### config.mk
export PLATFORM = sky130hd
export DESIGN_NAME = neuron_accumulator
export DESIGN_NICKNAME = d
export VERILOG_FILES = /design/src/rtl/neuron_accumulator_pkg.sv /design/src/rtl/neuron_accumulator_q_sat_act.sv /design/src/rtl/neuron_accumulator.sv
export SDC_FILE = /design/constraint.sdc
export NUM_CORES = 1
export LEC_CHECK = 0
export BUFFER_PORTS_ARGS = -buffer_cell sky130_fd_sc_hd__buf_2
export CORE_MARGIN = 5
export CORE_UTILIZATION = 31
export DETAILED_ROUTE_END_ITERATION = 8
export SYNTH_ARGS = -nofsm -noshare
export SYNTH_HDL_FRONTEND = slang
export SYNTH_SLANG_ARGS = --single-unit
### constraint.sdc
create_clock -name clk -period 6.15 [get_ports clk]
set_input_delay 0.3075 -clock clk [delete_from_list [all_inputs] [get_ports clk]]
set_output_delay 0.3075 -clock clk [all_outputs]
set_load 0.05 [all_outputs]
### src/rtl/neuron_accumulator_pkg.sv
// -----------------------------------------------------------------------------
// neuron_accumulator_pkg
// Q-format helpers shared by the accumulator and anything else that handles
// fixed-point layer results: default word split, accumulator sizing,
// activation-select encodings, FSM state type and saturation limits.
// -----------------------------------------------------------------------------
package neuron_accumulator_pkg;

  localparam int FIXED_BITS_DEF      = 8;
  localparam int FRACTIONAL_BITS_DEF = 8;
  localparam int MAX_TERMS_DEF       = 16;
  localparam int GUARD_BITS_DEF      = 8;
  localparam int LEAKY_SHIFT_DEF     = 3;

  typedef enum logic [1:0] {
    ACT_IDENTITY = 2'd0,
    ACT_RELU     = 2'd1,
    ACT_LEAKY    = 2'd2,
    ACT_CLAMP    = 2'd3
  } act_sel_e;

  typedef enum logic [1:0] {
    ST_IDLE   = 2'd0,
    ST_ACCUM  = 2'd1,
    ST_FINISH = 2'd2,
    ST_HOLD   = 2'd3
  } acc_state_e;

  function automatic int q_width(int fixed_bits, int frac_bits);
    return fixed_bits + frac_bits;
  endfunction

  // Full-precision product is 2W bits; guard bits absorb up to 2^guard terms.
  function automatic int acc_width(int w, int guard_bits);
    return 2 * w + guard_bits;
  endfunction

  // Largest / smallest representable W-bit two's complement word.
  function automatic logic signed [63:0] q_sat_max(int w);
    return (64'sd1 <<< (w - 1)) - 64'sd1;
  endfunction

  function automatic logic signed [63:0] q_sat_min(int w);
    return -(64'sd1 <<< (w - 1));
  endfunction

endpackage

### src/rtl/neuron_accumulator_q_sat_act.sv
// -----------------------------------------------------------------------------
// neuron_accumulator_q_sat_act
// Combinational post-processing of a wide fixed-point sum: drop the extra
// fractional bits (floor), saturate to a W-bit Q word and apply the selected
// activation.
//   i_sum      : wide signed sum with 2*FRAC_BITS fractional bits
//   i_act_sel  : activation select (act_sel_e encoding)
//   o_value    : activated W-bit Q-format result
//   o_overflow : the sum did not fit in W bits and was clipped
// -----------------------------------------------------------------------------
module neuron_accumulator_q_sat_act
  import neuron_accumulator_pkg::*;
#(
  parameter int W           = 16,
  parameter int FRAC_BITS   = 8,
  parameter int SUM_W       = 41,
  parameter int LEAKY_SHIFT = 3
) (
  input  logic signed [SUM_W-1:0] i_sum,
  input  logic        [1:0]       i_act_sel,
  output logic signed [W-1:0]     o_value,
  output logic                    o_overflow
);

  localparam logic signed [SUM_W-1:0] SAT_MAX  = SUM_W'(q_sat_max(W));
  localparam logic signed [SUM_W-1:0] SAT_MIN  = SUM_W'(q_sat_min(W));
  localparam logic signed [W-1:0]     CLAMP_HI = W'(64'sd1 <<< FRAC_BITS);
  localparam logic signed [W-1:0]     CLAMP_LO = -CLAMP_HI;

  logic signed [SUM_W-1:0] w_res;
  logic signed [W-1:0]     w_sat;

  // Arithmetic shift gives floor rounding toward minus infinity.
  assign w_res = i_sum >>> FRAC_BITS;

  always_comb begin
    o_overflow = 1'b0;
    w_sat      = w_res[W-1:0];
    if (w_res > SAT_MAX) begin
      w_sat      = SAT_MAX[W-1:0];
      o_overflow = 1'b1;
    end else if (w_res < SAT_MIN) begin
      w_sat      = SAT_MIN[W-1:0];
      o_overflow = 1'b1;
    end
  end

  // Clamp mode limits to +/-1.0 but is a deliberate activation, not an overflow.
  always_comb begin
    o_value = w_sat;
    case (act_sel_e'(i_act_sel))
      ACT_RELU:  if (w_sat[W-1]) o_value = '0;
      ACT_LEAKY: if (w_sat[W-1]) o_value = w_sat >>> LEAKY_SHIFT;
      ACT_CLAMP: begin
        if (w_sat > CLAMP_HI)      o_value = CLAMP_HI;
        else if (w_sat < CLAMP_LO) o_value = CLAMP_LO;
      end
      default:   o_value = w_sat;
    endcase
  end

endmodule

### src/rtl/neuron_accumulator.sv
// -----------------------------------------------------------------------------
// neuron_accumulator
// Sequenced dot-product accumulator for one neuron output. Accepts
// (activation, weight) beats over valid/ready, accumulates full-precision
// products, adds bias, rescales/saturates/activates and presents one result
// per vector over valid/ready.
//   clk, rst_n                 : clock, async active-low reset
//   in_valid/in_ready/in_last  : input beat handshake, end of vector
//   in_value, in_weight        : Q-format activation and weight
//   bias, act_sel              : sampled on the first beat of a vector
//   out_valid/out_ready        : result handshake
//   out_value                  : activated Q-format result
//   out_overflow, out_len_err  : saturation flag, vector cut at MAX_TERMS
//   busy                       : not idle
//
// state  | meaning
// IDLE   | waiting for the first beat of a vector
// ACCUM  | adding products of further beats
// FINISH | one cycle: bias, rescale, saturate, activate, register result
// HOLD   | result presented, waiting for out_ready
// -----------------------------------------------------------------------------
module neuron_accumulator
  import neuron_accumulator_pkg::*;
#(
  parameter int FIXED_BITS      = FIXED_BITS_DEF,
  parameter int FRACTIONAL_BITS = FRACTIONAL_BITS_DEF,
  parameter int MAX_TERMS       = MAX_TERMS_DEF,
  parameter int GUARD_BITS      = GUARD_BITS_DEF,
  parameter int LEAKY_SHIFT     = LEAKY_SHIFT_DEF
) (
  input  logic                                          clk,
  input  logic                                          rst_n,
  input  logic                                          in_valid,
  output logic                                          in_ready,
  input  logic signed [FIXED_BITS+FRACTIONAL_BITS-1:0]  in_value,
  input  logic signed [FIXED_BITS+FRACTIONAL_BITS-1:0]  in_weight,
  input  logic                                          in_last,
  input  logic signed [FIXED_BITS+FRACTIONAL_BITS-1:0]  bias,
  input  logic        [1:0]                             act_sel,
  output logic                                          out_valid,
  input  logic                                          out_ready,
  output logic signed [FIXED_BITS+FRACTIONAL_BITS-1:0]  out_value,
  output logic                                          out_overflow,
  output logic                                          out_len_err,
  output logic                                          busy
);

  localparam int W     = q_width(FIXED_BITS, FRACTIONAL_BITS);
  localparam int ACC_W = acc_width(W, GUARD_BITS);
  localparam int SUM_W = ACC_W + 1;
  localparam int CNT_W = $clog2(MAX_TERMS) + 1;
  localparam logic [CNT_W-1:0] LAST_COUNT = CNT_W'(MAX_TERMS - 1);

  acc_state_e              r_state;
  logic signed [ACC_W-1:0] r_acc;
  logic        [CNT_W-1:0] r_count;
  logic signed [W-1:0]     r_bias;
  logic        [1:0]       r_act_sel;
  logic                    r_len_err;
  logic                    r_in_ready;
  logic                    r_busy;
  logic                    r_out_valid;
  logic signed [W-1:0]     r_out_value;
  logic                    r_out_overflow;
  logic                    r_out_len_err;

  logic                    w_accept;
  logic signed [2*W-1:0]   w_prod;
  logic signed [ACC_W-1:0] w_prod_ext;
  logic signed [SUM_W-1:0] w_sum;
  logic signed [W-1:0]     w_act_value;
  logic                    w_overflow;

  assign w_accept = in_valid && r_in_ready;

  // Low 2W bits of the product of sign-extended operands are the exact signed product.
  assign w_prod = $signed({{W{in_value[W-1]}}, in_value}) *
                  $signed({{W{in_weight[W-1]}}, in_weight});
  assign w_prod_ext = {{GUARD_BITS{w_prod[2*W-1]}}, w_prod};

  // Bias is aligned to the product's 2*FRACTIONAL_BITS binary point; one extra
  // bit keeps the bias addition from wrapping.
  assign w_sum = $signed({r_acc[ACC_W-1], r_acc}) +
                 ($signed({{(SUM_W-W){r_bias[W-1]}}, r_bias}) <<< FRACTIONAL_BITS);

  neuron_accumulator_q_sat_act #(
    .W           (W),
    .FRAC_BITS   (FRACTIONAL_BITS),
    .SUM_W       (SUM_W),
    .LEAKY_SHIFT (LEAKY_SHIFT)
  ) u_q_sat_act (
    .i_sum      (w_sum),
    .i_act_sel  (r_act_sel),
    .o_value    (w_act_value),
    .o_overflow (w_overflow)
  );

  always_ff @(posedge clk or negedge rst_n) begin
    if (!rst_n) begin
      r_state        <= ST_IDLE;
      r_acc          <= '0;
      r_count        <= '0;
      r_bias         <= '0;
      r_act_sel      <= '0;
      r_len_err      <= 1'b0;
      r_in_ready     <= 1'b0;
      r_busy         <= 1'b0;
      r_out_valid    <= 1'b0;
      r_out_value    <= '0;
      r_out_overflow <= 1'b0;
      r_out_len_err  <= 1'b0;
    end else begin
      case (r_state)
        ST_IDLE: begin
          r_in_ready <= 1'b1;
          r_busy     <= 1'b0;
          if (w_accept) begin
            r_bias    <= bias;
            r_act_sel <= act_sel;
            r_acc     <= w_prod_ext;
            r_count   <= CNT_W'(1);
            r_len_err <= 1'b0;
            r_busy    <= 1'b1;
            if (in_last) begin
              r_state    <= ST_FINISH;
              r_in_ready <= 1'b0;
            end else begin
              r_state    <= ST_ACCUM;
            end
          end
        end

        ST_ACCUM: begin
          if (w_accept) begin
            r_acc   <= r_acc + w_prod_ext;
            r_count <= r_count + CNT_W'(1);
            // Close on in_last, or force-close on the MAX_TERMS-th beat.
            if (in_last || (r_count == LAST_COUNT)) begin
              r_state    <= ST_FINISH;
              r_in_ready <= 1'b0;
              r_len_err  <= !in_last;
            end
          end
        end

        ST_FINISH: begin
          r_out_value    <= w_act_value;
          r_out_overflow <= w_overflow;
          r_out_len_err  <= r_len_err;
          r_out_valid    <= 1'b1;
          r_state        <= ST_HOLD;
        end

        ST_HOLD: begin
          if (out_ready) begin
            r_out_valid <= 1'b0;
            r_state     <= ST_IDLE;
            r_acc       <= '0;
            r_count     <= '0;
            r_len_err   <= 1'b0;
            r_in_ready  <= 1'b1;
            r_busy      <= 1'b0;
          end
        end

        default: begin
          r_state    <= ST_IDLE;
          r_in_ready <= 1'b0;
          r_busy     <= 1'b0;
        end
      endcase
    end
  end

  assign in_ready     = r_in_ready;
  assign busy         = r_busy;
  assign out_valid    = r_out_valid;
  assign out_value    = r_out_value;
  assign out_overflow = r_out_overflow;
  assign out_len_err  = r_out_len_err;

endmodule

==> results of run 1 <==
==> state kept, by name (all words and copies together) (netlist names) <==
signal / count
r_state: 2
out_len_err: 1
r_len_err: 1
out_valid: 1
in_ready: 1
r_count: 5
busy: 1
out_value: 16
r_acc: 40
r_act_sel: 2
r_bias: 16
out_overflow: 1
==> path summary, 6_finish.rpt <==
path	end	slack (ns)	depth (start not counted)
max	r_acc[33]	-1.31	34
min	out_valid	0.16	2
max reg2reg	out_value[3]	0.65	20
min reg2reg	r_count[4]	0.48	2
max in group asynchronous	r_count[3]	4.57	3
min in group asynchronous	r_bias[5]	0.49	2
==> critical path: cells and delay by family <==
family / cells / cell delay [ns]
buf+inv: 5 / 0.28
compound gates: 16 / 2.73
fa+ha+maj: 8 / 3.44
mux: 1 / 0.37
xor+xnor: 1 / 0.17
simple gates: 3 / 0.44
==> metrics by stage <==
| stage | instance area [sq um] | hold WS, ns | std cells | worst slack (ns) | TNS (ns) |
|---|---|---|---|---|---|
| final | 23400 | 0.160 | 3269 | -1.31 | -20.01 |
| after detailed placement | 21600 | 0.340 | 3200 | -1.85 | -36.05 |
| after global routing | 23400 | 0.157 | 3268 | -1.65 | -28.36 |
| after CTS | 23100 | 0.151 | 3261 | -1.22 | -19.24 |
| after global placement | 21600 | 0.330 | 3200 | -1.73 | -34.15 |
| after floorplan | 18700 | 0.0119 | 2173 | -1.25 | -17.44 |
==> layer usage <==
layer	track usage, %	vias up
li1	-	7777
met1	20.7	8221
met2	30.1	285
met3	1.60	88
met4	4.21	0
met5	0	-
==> final cells by class <==
cell class / instances / area (sq um) / area share (%)
diodes: 1 / 2.50 / 0.0107
multi-input cells: 1653 / 15600 / 66.7
clock inverters: 2 / 60.1 / 0.256
clock buffers: 14 / 284 / 1.21
flip-flops and latches: 87 / 2180 / 9.29
inverters: 355 / 1330 / 5.69
well taps: 773 / 967 / 4.13
repair buffers: 384 / 2980 / 12.7
==> placed cells by master (no fill, tap or decap), drive strengths merged, types with 6 or more instances in the layout <==
cell,count
buf,381
inv,354
fa,264
nand2,216
nor2,168
ha,161
and2,132
a21oi,117
dfrtp,87
o21ai,87
xnor2,55
a21o,45
xor2,33
nor3,29
nand3,29
a221oi,28
o21a,22
mux2,21
nand2b,19
o211ai,17
nor2b,16
clkbuf,16
a211oi,15
o31ai,14
a31oi,14
and3,13
o21bai,12
nand4,11
o22ai,9
nor4,8
a41oi,8
or3,6
or4,6
a2111oi,6
and4,6
==> timing repair <==
item	4_1_cts	5_1_grt
setup endpoints to repair	28	30
pin swaps	116	52
hold endpoints to repair	39	0
hold buffers	1	0
gates cloned	1	0
resized for setup	176	73
setup buffers	45	16
==> logic make-up after synthesis <==
kind of cell	count (synthesis)	synth area share (%)
and+or+nand+nor	676	17.8
AOI/OAI and AO/OA	438	15.9
buffers and inverters	433	8.90
adders and majority gates	425	39.8
xor gates and xnor gates	88	4.20
DFF	87	11.9
muxes	26	1.56
==> run_results.csv, run 1 <==
group,metric,value,unit
yosys,synth_common_cells,"inv_1, fa_1, nand2_1, nor2_1, ha_1",
placement,gp_congestion,0.915,
floorplanning,pin_count,76,
yosys,synth_cell_types,74,
clock_tree,path_clk_slew,0.07,ns
setup_path,cp.arrival,7.75,ns
sta,skew,0.00925,ns
setup_path,r2r_start,"r_acc[8]",
yosys,synthMostInstantiatedCell,"inv_1",
yosys,synth-edff-count,0,
yosys,yosys_warnings,0,
floorplanning,die_h,253,um
floorplanning,die_w,253,um
worst_hold_path,hp-class,"in -> reg",
worst_hold_path,min_from,"out_ready",
clock_tree,htree_levels,3,
setup_path,end_kind,"flop",
clock_tree,cts.root.buffer_cell,"clkbuf_16",
setup_path,required,6.44,ns
sta,period_needed,7.46,ns
yosys,async_flop_share,100,%
clock_tree,clock-sinks,87,
clock_tree,cts_tree,"done",
global_route,grt_start_max_net_pins,49,
clock_tree,clock_path_buffers,2,
setup_path,startpoint,"in_weight[6]",
routing,wl_per_cell,15.8,um
routing,wl_met3,1350,um
placement,io_buffer_count,75,
sta,fin_ws,-1.31,ns
yosys,yosysTopAreaCell,"fa_1",
yosys,syn-num-nets,2653,
cells_and_area,fillers,5896,
floorplanning,die_area,64100,sq um
sta,slew_headroom,31.0,%
job,cap_violations,0,
yosys,yosys.area.top_type_share,28.8,%
cells_and_area,drive_above_1_share,25.2,%
routing,top_layer,"met4",
yosys,synth-seq-cells,87,
sta,final_max_slew_viol_count,0,
setup_path,max_stage_delay,0.53,ns
routing,post_drt_via_cell_ratio,5.01,
setup_path,crit_path_max_fanout,5,
routing,ant_nets,0,
routing,drt-pass1-iter-count,5,
run_status,violations,"negative setup slack",
clock_tree,cts_buffers,9,
routing,met1Wirelength,22500,um
floorplanning,num_rows,89,
floorplanning,core,58800,sq um
routing,remaining_drc_errors,0,
global_route,grt_overflow,0,
clock_tree,clock_latency,0.36,ns
global_route,grt_usage,16.4,%
yosys,synth.area.top_cells,"fa_1, dfrtp_1, ha_1",
sta,worst_pin_slew,1.03,ns
routing,wl_met2,26600,um
cells_and_area,utilization,39.9,%
setup_path,crit_type,"in -> reg",
sta,finalCritPeriodShare,121,%
placement,hpwlAfterDp,42000,um
cells_and_area,fin_nets,2970,
setup_path,start_kind,"primary input",
yosys,syn_area_per_cell,8.44,sq um
yosys,synthFlopType,"dfrtp_1",
setup_path,slowest_stage,"fa_1",
sta,fmax,0.134,GHz
yosys,synthCells,2173,
routing,drt_first_iter_violations,778,
global_route,grt_first_pass_wirelength,87600,um
floorplanning,initial_core_util,31.2,%
sta,rsz0062_at_grt,"true",
global_route,antenna_found_initial,1,
sta,finalSetupViolCount,25,
yosys,ys_seq_area_share,11.9,%
routing,routed_wl,51700,um
run_status,outcome,"finished, violations left",
global_route,grt_pass1_vias,17800,
routing,num_vias,16400,
cells_and_area,area_growth,27.9,%
sta,hold_viol,0,
yosys,synth_area,18300,sq um
Power of run 1 is left out: the tool's default activity adds up to more than one toggle a clock period on the data nets, which glitch-free logic cannot reach.
==> run 2, diff against run 1 <==
--- a/config.mk
+++ b/config.mk
@@ -9,6 +9,7 @@
 export CORE_MARGIN = 5
 export CORE_UTILIZATION = 31
 export DETAILED_ROUTE_END_ITERATION = 8
+export SETUP_SLACK_MARGIN = 0.3
 export SYNTH_ARGS = -nofsm -noshare
 export SYNTH_HDL_FRONTEND = slang
 export SYNTH_SLANG_ARGS = --single-unit
==> run_results.csv, run 2 (same netlist as run 1, synthesis figures left out) <==
group,metric,value,unit
clock_tree,cts.root.buffer_cell,"clkbuf_16",
global_route,grt_start_max_net_pins,48,
floorplanning,initial_core_util,31.2,%
global_route,grt_usage,16.1,%
clock_tree,clock-sinks,87,
floorplanning,core,58800,sq um
setup_path,crit_path_max_fanout,13,
clock_tree,cts_buffers,9,
sta,finalCritPeriodShare,121,%
placement,hpwlAfterDp,41500,um
clock_tree,clock_latency,0.35,ns
global_route,grt_overflow,0,
cells_and_area,fillers,5869,
clock_tree,cts_tree,"done",
sta,rsz0062_at_grt,"true",
setup_path,required,6.36,ns
global_route,use_met3,2.02,%
job,cap_violations,0,
routing,num_vias,16400,
sta,hold_viol,0,
run_status,outcome,"finished, violations left",
global_route,grt_first_pass_wirelength,86300,um
global_route,busiest_layer,"met2",
sta,period_needed,7.47,ns
routing,drt-pass1-iter-count,5,
cells_and_area,final_cell_mix,"inv_1, buf_4, fa_1",
setup_path,start_kind,"primary input",
sta,skew,0.0144,ns
placement,gp_congestion,0.902,
routing,remaining_drc_errors,0,
global_route,antenna_found_initial,1,
cells_and_area,fin_nets,2960,
floorplanning,die_w,253,um
cells_and_area,regMostFlops,"r_acc",
routing,ant_nets,0,
sta,fin_ws,-1.32,ns
routing,post_drt_via_cell_ratio,5.04,
setup_path,slowest_stage,"fa_1",
sta,finalSetupViolCount,25,
sta,final_max_slew_viol_count,0,
run_status,violations,"negative setup slack",
clock_tree,clock_path_buffers,2,
sta,fmax,0.134,GHz
sta,slew_headroom,27.9,%
setup_path,critPathMostFrequentCell,"a21o_1",
setup_path,crit_type,"in -> reg",
cells_and_area,largest_reg_flops,40,
sta,hold_ws,0.175,ns
floorplanning,num_rows,89,
setup_path,cp.arrival,7.67,ns
cells_and_area,final_common_cell,"inv_1",
routing,wl_per_cell,15.7,um
cells_and_area,area_growth,28.8,%
setup_path,max_stage_delay,0.54,ns
routing,drt_first_iter_violations,841,
setup_path,end_kind,"flop",
floorplanning,die_area,64100,sq um
cells_and_area,drive_above_1_share,26.0,%
sta,worst_pin_slew,1.08,ns
global_route,grt_use_met1,20.0,%
routing,routed_wl,51100,um
floorplanning,pin_count,76,
global_route,grt_pass1_vias,17600,
clock_tree,htree_levels,3,
worst_hold_path,hp-class,"in -> reg",
global_route,grt_util_met2,29.6,%
placement,io_buffer_count,75,
clock_tree,path_clk_slew,0.07,ns
floorplanning,die_h,253,um
run 2: metrics by stage:
stage | instances | TNS, ns | util, % | worst slack, ns | instance area [sq um]
after floorplan | 2173 | -17.44 | - | -1.25 | 18700
after global placement | 3196 | -33.93 | 36.9 | -1.71 | 21700
after detailed placement | 3196 | -36.59 | 36.9 | -1.86 | 21700
after CTS | 3242 | -18.65 | 39.0 | -1.17 | 22900
after global routing | 3258 | -27.75 | 40.2 | -1.68 | 23600
final | 3259 | -20.28 | 40.2 | -1.32 | 23600
run 2: worst max-delay path: cells and delay by family:
family / cells / cell delay [ns]
adder cells (fa/ha/maj): 8 / 3.36
AO/OA/AOI/OAI: 16 / 2.68
AND/OR/NAND/NOR: 4 / 0.46
XOR/XNOR: 2 / 0.34
buffers and inverters: 5 / 0.32
multiplexers: 1 / 0.20
run 2: repair_timing:
action / CTS / global route
setup endpoints to repair: 30 / 40
pin swaps: 123 / 107
gates resized for setup: 178 / 118
gates cloned: 1 / 1
hold buffers: 1 / 0
hold endpoints to repair: 40 / 0
buffers inserted: 28 / 15
run 2: final timing paths:
| check | start | to | slack [ns] | cells after the start |
|---|---|---|---|---|
| min in group asynchronous | rst_n | r_bias[0] | 0.51 | 2 |
| worst min register to register | out_value[8] | out_value[8] | 0.50 | 2 |
| max in group asynchronous | rst_n | r_bias[13] | 4.56 | 3 |
| worst min-delay path | out_ready | out_valid | 0.17 | 2 |
| worst max register to register | r_acc[8] | out_value[3] | 0.75 | 19 |
| worst max-delay path | in_value[6] | r_acc[39] | -1.32 | 36 |
run 2: area by class of cell:
class                           count  area, sq um  share of cell area (%)
Tap cell                          773          967                    4.10
Sequential cell                    87         2180                    9.22
Clock buffer                       10          239                    1.01
Timing Repair Buffer              374         3090                    13.1
Clock inverter                      6         43.8                   0.185
Multi-Input combinational cell   1653        15800                    66.8
Inverter                          355         1330                    5.64
Antenna cell                        1         2.50                  0.0106
run 2: metal layers:
| layer | share of wire [%] | wire length (um) |
|---|---|---|
| met1 | 42 | 21200 |
| met2 | 52 | 26500 |
| met3 | 3.7 | 1900 |
| met4 | 2.9 | 1470 |
| met5 | 0 | 0 |
Power of run 2 is left out for the same reason.
==> run 3, diff against run 2 <==
--- a/config.mk
+++ b/config.mk
@@ -10,6 +10,7 @@
 export CORE_UTILIZATION = 31
 export DETAILED_ROUTE_END_ITERATION = 8
 export SETUP_SLACK_MARGIN = 0.3
+export SLEW_MARGIN = 0
 export SYNTH_ARGS = -nofsm -noshare
 export SYNTH_HDL_FRONTEND = slang
 export SYNTH_SLANG_ARGS = --single-unit
==> constraint.sdc (replaced) <==
create_clock -name clk -period 8.8 [get_ports clk]
set_input_delay 0.44 -clock clk [delete_from_list [all_inputs] [get_ports clk]]
set_output_delay 0.44 -clock clk [all_outputs]
set_load 0.05 [all_outputs]
==> run_results.csv, run 3 (same netlist as run 1, synthesis figures left out) <==
group,metric,value,unit
setup_path,worstReg2RegEnd,"out_value[3]",
sta,skew,0.0111,ns
routing,drt-pass1-iter-count,5,
setup_path,critPathMostFrequentCell,"fa_1",
clock_tree,cts_hold_buf,0,
routing,remaining_drc_errors,0,
setup_path,crit_type,"in -> reg",
sta,period_needed,8.14,ns
setup_path,max_stage_delay,0.54,ns
setup_path,end_kind,"flop",
setup_path,r2r_start,"r_bias[15]",
floorplanning,die_h,253,um
sta,finalCritPeriodShare,92.5,%
placement,io_buffer_count,75,
sta,fmax,0.123,GHz
cells_and_area,regMostFlops,"r_acc",
routing,post_drt_via_cell_ratio,5.11,
clock_tree,path_clk_slew,0.07,ns
clock_tree,clock_latency,0.36,ns
sta,final_max_slew_viol_count,0,
sta,finalSetupViolCount,0,
sta,rsz0062_at_grt,"false",
cells_and_area,fin_nets,2712,
cells_and_area,utilization,34.4,%
routing,routed_wl,49100,um
sta,worst_pin_slew,1.02,ns
sta,hold_viol,0,
global_route,grt_first_pass_wirelength,81900,um
floorplanning,core,58800,sq um
cells_and_area,area_growth,10.5,%
global_route,grt_pass1_vias,16300,
cells_and_area,drive_above_1_share,9.48,%
routing,num_vias,15400,
cells_and_area,largest_reg_flops,40,
routing,drt_first_iter_violations,906,
cells_and_area,fin_cells,3011,
setup_path,regToRegSetupSlack,2.70,ns
setup_path,startpoint,"in_weight[6]",
sta,fin_setup_tns,0,ns
floorplanning,pin_count,76,
floorplanning,initial_core_util,31.2,%
floorplanning,num_rows,89,
placement,dp_cells,2991,
global_route,grt_start_max_net_pins,54,
setup_path,start_kind,"primary input",
setup_path,cp.arrival,8.43,ns
global_route,antenna_found_initial,1,
placement,hpwlAfterDp,40600,um
cells_and_area,final_cell_mix,"inv_1, fa_1, nand2_1",
clock_tree,cts_buffers,9,
clock_tree,cts_tree,"done",
placement,gp_congestion,0.929,
clock_tree,clock_path_buffers,2,
job,cap_violations,0,
setup_path,required,9.09,ns
floorplanning,die_area,64100,sq um
run_status,outcome,"completed",
routing,ant_nets,0,
clock_tree,clock-sinks,87,
setup_path,crit_path_max_fanout,9,
setup_path,slowest_stage,"fa_1",
global_route,grt_usage,15.4,%
clock_tree,htree_levels,3,
worst_hold_path,hp-class,"in -> async",
cells_and_area,fillers,6192,
sta,slew_headroom,31.8,%
global_route,grt_overflow,0,
setup_path,rr_worst_depth,18,
clock_tree,cts.root.buffer_cell,"clkbuf_16",
setup_path,cp-endpoint,"r_acc[33]",
cells_and_area,final_common_cell,"inv_1",
routing,wl_per_cell,16.3,um
floorplanning,die_w,253,um
-- run 3: per-stage QoR --
step                      instance area (sq um)  setup WS [ns]  hold WS (ns)
after floorplan                           18300          0.489         0.144
after global placement                    19700         0.0374         0.434
after detailed placement                  19700         0.0409         0.437
after CTS                                 20000          0.378        0.0527
after global routing                      20300          0.261        0.0782
final                                     20300          0.660        0.0441
-- run 3: how the worst min path moves through the flow --
stage          slack (ns)           end  cells after the start   from
6_report             0.04     r_bias[4]                      1  rst_n
5_1_grt              0.08     r_bias[4]                      1  rst_n
4_1_cts              0.05  out_value[2]                      1  rst_n
3_5_place_dp         0.44     r_bias[4]                      1  rst_n
3_3_place_gp         0.43  out_value[2]                      1  rst_n
2_1_floorplan        0.14          busy                      0  rst_n
-- run 3: metal layers --
metal  track usage [%]  vias up  routed length [um]
met3              1.55       81                1690
li1                  -     7276                   -
met1              19.5     7734               20800
met4              5.23        0                1580
met2              27.7      281               25000
met5                 0        -                   0
-- run 3: layout make-up --
type	count	area [sq um]	share of cell area (%)
Multi-Input combinational cell	1653	14700	72.6
Sequential cell	87	2180	10.7
Clock buffer	9	225	1.11
Timing Repair Buffer	126	774	3.82
Antenna cell	1	2.50	0.0124
Clock inverter	7	71.3	0.352
Tap cell	773	967	4.78
Inverter	355	1330	6.58
-- run 3: repair_timing --
action	CTS	global route
buffers inserted	0	3
endpoints found under the setup margin	0	10
gates resized for setup	0	45
-- run 3: worst max-delay path, delay by kind of cell --
kind	cells	cell delay (ns)
and+or+nand+nor	5	0.84
AOI/OAI and AO/OA	13	2.09
buffers and inverters	7	0.74
muxes	1	0.35
adders and majority gates	8	3.70
xor gates and xnor gates	1	0.26
Power of run 3 is left out for the same reason.
